<file path="config.mk">
export PLATFORM = sky130hd
export DESIGN_NAME = aes_round_sequencer_flat
export DESIGN_NICKNAME = d
export VERILOG_FILES = /design/src/rtl/aes_round_sequencer_if.sv /design/src/rtl/aes_round_sequencer.sv /design/src/flat_wrapper.sv
export SDC_FILE = /design/constraint.sdc
export NUM_CORES = 1
export LEC_CHECK = 0
export CELL_PAD_IN_SITES_DETAIL_PLACEMENT = 1
export CELL_PAD_IN_SITES_GLOBAL_PLACEMENT = 1
export CORE_AREA = 2 2 408 410
export DETAILED_ROUTE_END_ITERATION = 7
export DIE_AREA = 0 0 410 412
export GPL_TIMING_DRIVEN = 0
export PLACE_DENSITY_LB_ADDON = 0.1
export RECOVER_POWER = 100
export SYNTH_ARGS = -nofsm -noshare
export SYNTH_HDL_FRONTEND = slang
export SYNTH_SLANG_ARGS = --single-unit
</file>
<file path="constraint.sdc">
create_clock -name i_clock -period 7.7 [get_ports i_clock]
set_input_delay 0.77 -clock i_clock [delete_from_list [all_inputs] [get_ports i_clock]]
set_output_delay 0.77 -clock i_clock [all_outputs]
set_load 0.1 [all_outputs]
</file>
<file path="src/rtl/aes_round_sequencer_if.sv">
// Bus bundle between the AES round sequencer and its environment: block handshake,
// result handshake, key-store lookup and the shared round-datapath port.
interface aes_round_sequencer_if #(
  parameter int unsigned NB_BLOCK = 128,
  parameter int unsigned NB_ROUND = 4
);
  logic                i_valid;
  logic [NB_BLOCK-1:0] i_state;
  logic [NB_BLOCK-1:0] i_data;
  logic                o_ready;

  logic                o_valid;
  logic [NB_BLOCK-1:0] o_state;
  logic [NB_BLOCK-1:0] o_data;
  logic                i_ready;

  logic [NB_ROUND-1:0] o_key_index;
  logic [NB_BLOCK-1:0] i_round_key;

  logic [NB_BLOCK-1:0] o_rb_state;
  logic [NB_BLOCK-1:0] o_rb_round_key;
  logic [NB_ROUND-1:0] o_rb_round_index;
  logic                o_rb_valid;
  logic [NB_BLOCK-1:0] i_rb_state;
  logic                i_rb_valid;

  logic                o_busy;
  logic                o_error;

  modport master (
    input  i_valid, i_state, i_data, i_ready, i_round_key, i_rb_state, i_rb_valid,
    output o_ready, o_valid, o_state, o_data, o_key_index,
           o_rb_state, o_rb_round_key, o_rb_round_index, o_rb_valid, o_busy, o_error
  );

  modport slave (
    output i_valid, i_state, i_data, i_ready, i_round_key, i_rb_state, i_rb_valid,
    input  o_ready, o_valid, o_state, o_data, o_key_index,
           o_rb_state, o_rb_round_key, o_rb_round_index, o_rb_valid, o_busy, o_error
  );
endinterface

</file>
<file path="src/rtl/aes_round_sequencer.sv">
// Iterative AES controller: runs one block through a shared round datapath, one round at a time.
// Optional macro AES_ROUND_SEQ_WATCHDOG_EN adds a sticky timeout on the round-datapath return.
module aes_round_sequencer #(
  parameter int unsigned NB_BYTE           = 8,
  parameter int unsigned N_BYTES           = 16,
  parameter int unsigned FIRST_ROUND_INDEX = 0,
  parameter int unsigned LAST_ROUND_INDEX  = 14,
  parameter int unsigned NB_ROUND          = 4,
  parameter int unsigned ROUND_LATENCY     = 1
) (
  input logic                   i_clock,
  input logic                   i_reset,
  aes_round_sequencer_if.master bus
);
  localparam int unsigned NB_BLOCK = NB_BYTE * N_BYTES;
  localparam logic [NB_ROUND-1:0] FIRST_RND = NB_ROUND'(FIRST_ROUND_INDEX);
  localparam logic [NB_ROUND-1:0] LAST_RND  = NB_ROUND'(LAST_ROUND_INDEX);

  if ((ROUND_LATENCY < 1) || (ROUND_LATENCY > 3)) begin : g_bad_latency
    $error("ROUND_LATENCY must be within 1..3");
  end

  typedef enum logic [1:0] {ST_IDLE, ST_ISSUE, ST_WAIT, ST_DONE} fsm_e;

  fsm_e                fsm_q, fsm_d;
  logic [NB_BLOCK-1:0] state_q, state_d;
  logic [NB_BLOCK-1:0] data_q, data_d;
  logic [NB_ROUND-1:0] round_q, round_d;
  logic                ready_en_q, ready_en_d;

  logic ready_c, valid_c, busy_c, rb_valid_c;
  logic accept, rb_take, last_round, timeout;

  assign accept     = bus.i_valid && ready_c;
  assign last_round = (round_q == LAST_RND);
  assign rb_take    = (fsm_q == ST_WAIT) && bus.i_rb_valid;

`ifdef AES_ROUND_SEQ_WATCHDOG_EN
  localparam int unsigned   WD_W    = 3;
  localparam logic [WD_W-1:0] WD_LAST = WD_W'(ROUND_LATENCY + 3);

  logic [WD_W-1:0] wd_q, wd_d;
  logic            error_q, error_d;

  // Counts WAIT cycles without a return; the last allowed cycle is ROUND_LATENCY+4.
  assign timeout = (fsm_q == ST_WAIT) && !bus.i_rb_valid && (wd_q == WD_LAST);

  always_comb begin
    wd_d    = wd_q;
    error_d = error_q;
    if (fsm_q == ST_ISSUE) begin
      wd_d = '0;
    end else if ((fsm_q == ST_WAIT) && !bus.i_rb_valid) begin
      wd_d = wd_q + 1'b1;
    end
    if (timeout) begin
      error_d = 1'b1;
    end
  end

  always_ff @(posedge i_clock or posedge i_reset) begin
    if (i_reset) begin
      wd_q    <= '0;
      error_q <= 1'b0;
    end else begin
      wd_q    <= wd_d;
      error_q <= error_d;
    end
  end

  assign bus.o_error = error_q;
`else
  assign timeout     = 1'b0;
  assign bus.o_error = 1'b0;
`endif

  // FSM state register
  always_ff @(posedge i_clock or posedge i_reset) begin
    if (i_reset) begin
      fsm_q <= ST_IDLE;
    end else begin
      fsm_q <= fsm_d;
    end
  end

  // FSM next state
  always_comb begin
    fsm_d = fsm_q;
    case (fsm_q)
      ST_IDLE:  if (accept) fsm_d = ST_ISSUE;
      ST_ISSUE: fsm_d = ST_WAIT;
      ST_WAIT: begin
        if (timeout) begin
          fsm_d = ST_IDLE;
        end else if (bus.i_rb_valid) begin
          fsm_d = last_round ? ST_DONE : ST_ISSUE;
        end
      end
      ST_DONE:  if (bus.i_ready) fsm_d = ST_IDLE;
      default:  fsm_d = ST_IDLE;
    endcase
  end

  // FSM outputs; o_ready stays low until the first edge after reset release
  always_comb begin
    ready_c    = 1'b0;
    valid_c    = 1'b0;
    busy_c     = 1'b1;
    rb_valid_c = 1'b0;
    case (fsm_q)
      ST_IDLE: begin
        ready_c = ready_en_q;
        busy_c  = 1'b0;
      end
      ST_ISSUE: rb_valid_c = 1'b1;
      ST_WAIT:  ;
      ST_DONE:  valid_c = 1'b1;
      default:  ;
    endcase
  end

  // Block, sideband and round-counter updates
  always_comb begin
    state_d    = state_q;
    data_d     = data_q;
    round_d    = round_q;
    ready_en_d = 1'b1;
    if (accept) begin
      state_d = bus.i_state;
      data_d  = bus.i_data;
      round_d = FIRST_RND;
    end else if (rb_take) begin
      state_d = bus.i_rb_state;
      if (!last_round) begin
        round_d = round_q + 1'b1;
      end
    end
  end

  always_ff @(posedge i_clock or posedge i_reset) begin
    if (i_reset) begin
      state_q    <= '0;
      data_q     <= '0;
      round_q    <= '0;
      ready_en_q <= 1'b0;
    end else begin
      state_q    <= state_d;
      data_q     <= data_d;
      round_q    <= round_d;
      ready_en_q <= ready_en_d;
    end
  end

  assign bus.o_ready          = ready_c;
  assign bus.o_valid          = valid_c;
  assign bus.o_busy           = busy_c;
  assign bus.o_state          = state_q;
  assign bus.o_data           = data_q;
  assign bus.o_key_index      = round_q;
  assign bus.o_rb_valid       = rb_valid_c;
  assign bus.o_rb_state       = state_q;
  assign bus.o_rb_round_index = round_q;
  // Key is combinational from the store; gate it so it is only seen during the issue strobe
  assign bus.o_rb_round_key   = rb_valid_c ? bus.i_round_key : '0;

endmodule

</file>
<file path="src/flat_wrapper.sv">
// flat-port wrapper written by rule: the top's interface ports become plain ports
module aes_round_sequencer_flat 
#(
  parameter int unsigned NB_BYTE           = 8,
  parameter int unsigned N_BYTES           = 16,
  parameter int unsigned FIRST_ROUND_INDEX = 0,
  parameter int unsigned LAST_ROUND_INDEX  = 14,
  parameter int unsigned NB_ROUND          = 4,
  parameter int unsigned ROUND_LATENCY     = 1
)
  (i_clock, i_reset, bus_i_valid, bus_i_state, bus_i_data, bus_i_ready, bus_i_round_key, bus_i_rb_state, bus_i_rb_valid, bus_o_ready, bus_o_valid, bus_o_state, bus_o_data, bus_o_key_index, bus_o_rb_state, bus_o_rb_round_key, bus_o_rb_round_index, bus_o_rb_valid, bus_o_busy, bus_o_error);
  aes_round_sequencer_if #(.NB_BLOCK((128)), .NB_ROUND(NB_ROUND)) bus_i ();
  input logic i_clock;
  input logic i_reset;
  input wire logic [$bits(bus_i.i_valid)-1:0] bus_i_valid;
  input wire logic [$bits(bus_i.i_state)-1:0] bus_i_state;
  input wire logic [$bits(bus_i.i_data)-1:0] bus_i_data;
  input wire logic [$bits(bus_i.i_ready)-1:0] bus_i_ready;
  input wire logic [$bits(bus_i.i_round_key)-1:0] bus_i_round_key;
  input wire logic [$bits(bus_i.i_rb_state)-1:0] bus_i_rb_state;
  input wire logic [$bits(bus_i.i_rb_valid)-1:0] bus_i_rb_valid;
  output wire logic [$bits(bus_i.o_ready)-1:0] bus_o_ready;
  output wire logic [$bits(bus_i.o_valid)-1:0] bus_o_valid;
  output wire logic [$bits(bus_i.o_state)-1:0] bus_o_state;
  output wire logic [$bits(bus_i.o_data)-1:0] bus_o_data;
  output wire logic [$bits(bus_i.o_key_index)-1:0] bus_o_key_index;
  output wire logic [$bits(bus_i.o_rb_state)-1:0] bus_o_rb_state;
  output wire logic [$bits(bus_i.o_rb_round_key)-1:0] bus_o_rb_round_key;
  output wire logic [$bits(bus_i.o_rb_round_index)-1:0] bus_o_rb_round_index;
  output wire logic [$bits(bus_i.o_rb_valid)-1:0] bus_o_rb_valid;
  output wire logic [$bits(bus_i.o_busy)-1:0] bus_o_busy;
  output wire logic [$bits(bus_i.o_error)-1:0] bus_o_error;
  assign bus_i.i_valid = bus_i_valid;
  assign bus_i.i_state = bus_i_state;
  assign bus_i.i_data = bus_i_data;
  assign bus_i.i_ready = bus_i_ready;
  assign bus_i.i_round_key = bus_i_round_key;
  assign bus_i.i_rb_state = bus_i_rb_state;
  assign bus_i.i_rb_valid = bus_i_rb_valid;
  assign bus_o_ready = bus_i.o_ready;
  assign bus_o_valid = bus_i.o_valid;
  assign bus_o_state = bus_i.o_state;
  assign bus_o_data = bus_i.o_data;
  assign bus_o_key_index = bus_i.o_key_index;
  assign bus_o_rb_state = bus_i.o_rb_state;
  assign bus_o_rb_round_key = bus_i.o_rb_round_key;
  assign bus_o_rb_round_index = bus_i.o_rb_round_index;
  assign bus_o_rb_valid = bus_i.o_rb_valid;
  assign bus_o_busy = bus_i.o_busy;
  assign bus_o_error = bus_i.o_error;
  aes_round_sequencer #(.NB_BYTE(NB_BYTE), .N_BYTES(N_BYTES), .FIRST_ROUND_INDEX(FIRST_ROUND_INDEX), .LAST_ROUND_INDEX(LAST_ROUND_INDEX), .NB_ROUND(NB_ROUND), .ROUND_LATENCY(ROUND_LATENCY)) u_core (.i_clock(i_clock), .i_reset(i_reset), .bus(bus_i));
endmodule
</file>
==> impl_metrics.csv <==
group,metric,value,unit
sta,finalClockSkew,0.0173,ns
synthesis,postSynthCellCount,1284,
sta,timing.final.max_slew_violations,142,
finish,area.growth.synth_to_final,116,%
placement,port-buffer-count,1040,
die,std_cell_rows,149,
synthesis,async_reset_ff_share,100,%
synthesis,ys.flop_type,"sky130_fd_sc_hd__dfrtp_1",
job,max_cap_viol_count,5,
routing,wire_per_inst,25.9,um
routing,num_vias,14100,
clocking,clock_latency,0.60,ns
grt,grt_overflow,0,
synthesis,synth_seq_cells,263,
clocking,post-cts-setup-buffers,0,
clocking,cts_num_sinks,263,
finish,finish.net_count,2898,
clocking,cts_buffer_depth,3,
clocking,clk_root_buffer_cell,"sky130_fd_sc_hd__clkbuf_16",
grt,vias_in_the_first_global_route,15300,
worst_setup_path,cell_by_cell_listing_of_the_critical_path,"dlygate4sd3_1, clkinvlp_2, clkbuf_1, clkbuf_1, clkbuf_1",
worst_setup_path,crit-reg2reg-launch,"u_core.fsm_q[1]$_DFFE_PP0P_",
die,die-area,169000,um2
grt,grt_util_all_layers,13.6,%
synthesis,fraction_of_synthesized_cell_area_taken_by_the_top_area_cell_type,51.8,%
routing,detail_route.drc_violations,0,
sta,worst_slew_margin_rel,-38.8,%
sta,fin_tns_setup,0,ns
die,core,164000,um2
sta,final_min_period_over_clock_period,67.5,%
worst_setup_path,timing.critical_path.required,8.04,ns
clocking,cts_made_buffers,43,
synthesis,postSynthNetCount,1803,
routing,drtIter0Drc,470,
sta,final_setup_violations,0,
status,outcome,"finished with violations",
routing,first_pass_iters,4,
min_path,hp-class,"flip-flop to flip-flop",
die,die_h,412,um
die,floorplan.io_pins,1042,
sta,finalCriticalPeriod,5.20,ns
status,failed_checks,"capacitance limit, slew limit",
finish,regArea,6580,um2
synthesis,yosysMostFrequentCell,"sky130_fd_sc_hd__dfrtp_1",
worst_setup_path,worst_setup_ep_type,"asynchronous set/reset pin",
finish,multi_input_area,4670,um2
sta,worst-slew-pin-transition,2.08,ns
routing,routed_wirelength,120,mm
grt,antenna_found_initial,70,
routing,postRouteAntennaNets,0,
worst_setup_path,critical_path_arrival,5.54,ns
worst_setup_path,worstSetupStartpoint,"i_reset",
clocking,clock_tree.htree_level_count,2,
worst_setup_path,cpPeakStageDelay,1.41,ns
synthesis,synth_enable_flop_cells,0,
synthesis,seq_area_frac_synth,51.8,%
clocking,cts_tree,"done",
synthesis,synth_cell_types,26,
sta,rsz_0062_raised_after_global_routing,"no",
sta,timing.final.hold_violations,0,
worst_setup_path,most_frequent_cell_on_critical_path,"sky130_fd_sc_hd__clkbuf_1",
min_path,hold_start,"u_core.bus.o_data[64]$_DFFE_PP0N_",
worst_setup_path,startpoint_type_of_the_worst_setup_path,"input pin",
synthesis,post_synthesis_average_cell_area,9.90,um2
synthesis,synth.cells.most_frequent,"sky130_fd_sc_hd__dfrtp_1 (263), sky130_fd_sc_hd__nand2_1 (259), sky130_fd_sc_hd__buf_4 (139)",
worst_setup_path,crit_path_slowest_cell,"sky130_fd_sc_hd__clkbuf_1",
synthesis,yosysWarnings,0,
clocking,postCtsResizedCells,0,
placement,gp_congestion,0.950,
synthesis,synth.cell_area,12700,um2
die,initial_cell_density_of_the_core,7.74,%
finish,fillers,18900,
worst_setup_path,path_class,"input pin to asynchronous set/reset pin",
clocking,ctsHoldBuffers,0,
routing,detail_route.vias_per_cell,3.04,
worst_setup_path,timing.critical_path.fanout_max,27,
synthesis,post_synth_main_area_contributors,"sky130_fd_sc_hd__dfrtp_1 (52%), sky130_fd_sc_hd__mux2_2 (11%), sky130_fd_sc_hd__buf_4 (8.2%)",
synthesis,post-synth-top-area-cell,"sky130_fd_sc_hd__dfrtp_1",
sta,clock.fmax,192,MHz
finish,drive_gt1_share,15.3,%
clocking,worst_setup_hold_path_clk_slew,0.05,ns
die,chipWidth,410,um
grt,grt_pass1_wl,153,mm
placement,hpwlAfterDp,103,mm
grt,grt_max_degree,31,
metal layers:
| metal | vias to the layer above | part of all wire, % | global-route usage (%) |
|---|---|---|---|
| li1 | 6338 | - | - |
| met2 | 608 | 50 | 23.7 |
| met1 | 6929 | 39 | 15.7 |
| met3 | 155 | 8.4 | 5.12 |
| met5 | - | 0.16 | 0 |
| met4 | 30 | 2.2 | 3.02 |
through the flow:
| step | hold WS, ns | setup WS (ns) | util, % | area [um2] | std cells |
|---|---|---|---|---|---|
| floorplan | 0.522 | 3.46 | - | 12700 | 1284 |
| global placement | 0.490 | 0.0378 | 15.7 | 25900 | 4513 |
| detailed placement | 0.492 | 3.20 | 15.9 | 26100 | 4523 |
| CTS | 0.464 | 2.50 | 16.8 | 27500 | 4601 |
| global route | 0.515 | 1.55 | 16.7 | 27400 | 4608 |
| finish | 0.499 | 2.50 | 16.7 | 27400 | 4632 |
layout make-up:
type,instances,area share (%)
Antenna cell,31,0.283
Buffer,220,5.01
Clock buffer,66,4.83
Clock inverter,12,0.470
Inverter,6,0.0867
Multi-Input combinational cell,795,17.0
Sequential cell,263,24.0
Tap cell,2189,9.99
Timing Repair Buffer,1050,38.3
flip-flops by register name, indices dropped and copies added, names as in the netlist:
signal	count
u_core.fsm_q	2
u_core.bus.o_rb_state	128
u_core.ready_en_q	1
u_core.bus.o_data	128
u_core.bus.o_key_index	4
cell usage in the layout, fill, tap and decap left out, drive strengths merged, types with 2 or more instances in the layout:
cell / netlist / final
a31oi: 128 / 128
and2: 128 / 128
buf: 197 / 168
bufinv: 0 / 2
clkbuf: 23 / 128
clkdlybuf4s50: 0 / 515
clkinv: 0 / 9
conb: 2 / 2
dfrtp: 263 / 263
diode: 0 / 31
dlygate4sd3: 0 / 525
ha: 2 / 2
inv: 6 / 6
mux2: 128 / 128
nand2: 259 / 259
nor2: 130 / 130
o211ai: 3 / 3
o21ai: 2 / 2
o31ai: 3 / 3
cell families after synthesis:
kind of cell / Yosys count / synth area share, %
compound gates: 138 / 6.88
fa+ha+maj: 2 / 0.197
buf+inv: 226 / 11.5
flops: 263 / 51.8
mux: 128 / 11.3
other cells: 2 / 0.0591
simple gates: 525 / 18.3
path summary, 6_finish.rpt:
kind | end | slack [ns] | depth (start not counted)
worst min-delay path | u_core.bus.o_data[64]$_DFFE_PP0N_ | 0.50 | 1
worst min register to register | u_core.bus.o_data[64]$_DFFE_PP0N_ | 0.50 | 1
max in group i_clock | bus_o_rb_round_key[56] | 2.70 | 5
min in group asynchronous | u_core.bus.o_data[73]$_DFFE_PP0N_ | 0.70 | 2
worst max-delay path | u_core.bus.o_rb_state[35]$_DFFE_PP0P_ | 2.50 | 5
worst max register to register | u_core.bus.o_rb_state[56]$_DFFE_PP0P_ | 3.94 | 6
worst max-delay path: cells and delay by family:
kind	cells	cell delay, ns
buffers and inverters	5	4.71
Power is left out: the tool's default activity adds up to more than one toggle a clock period on the data nets, which glitch-free logic cannot reach.
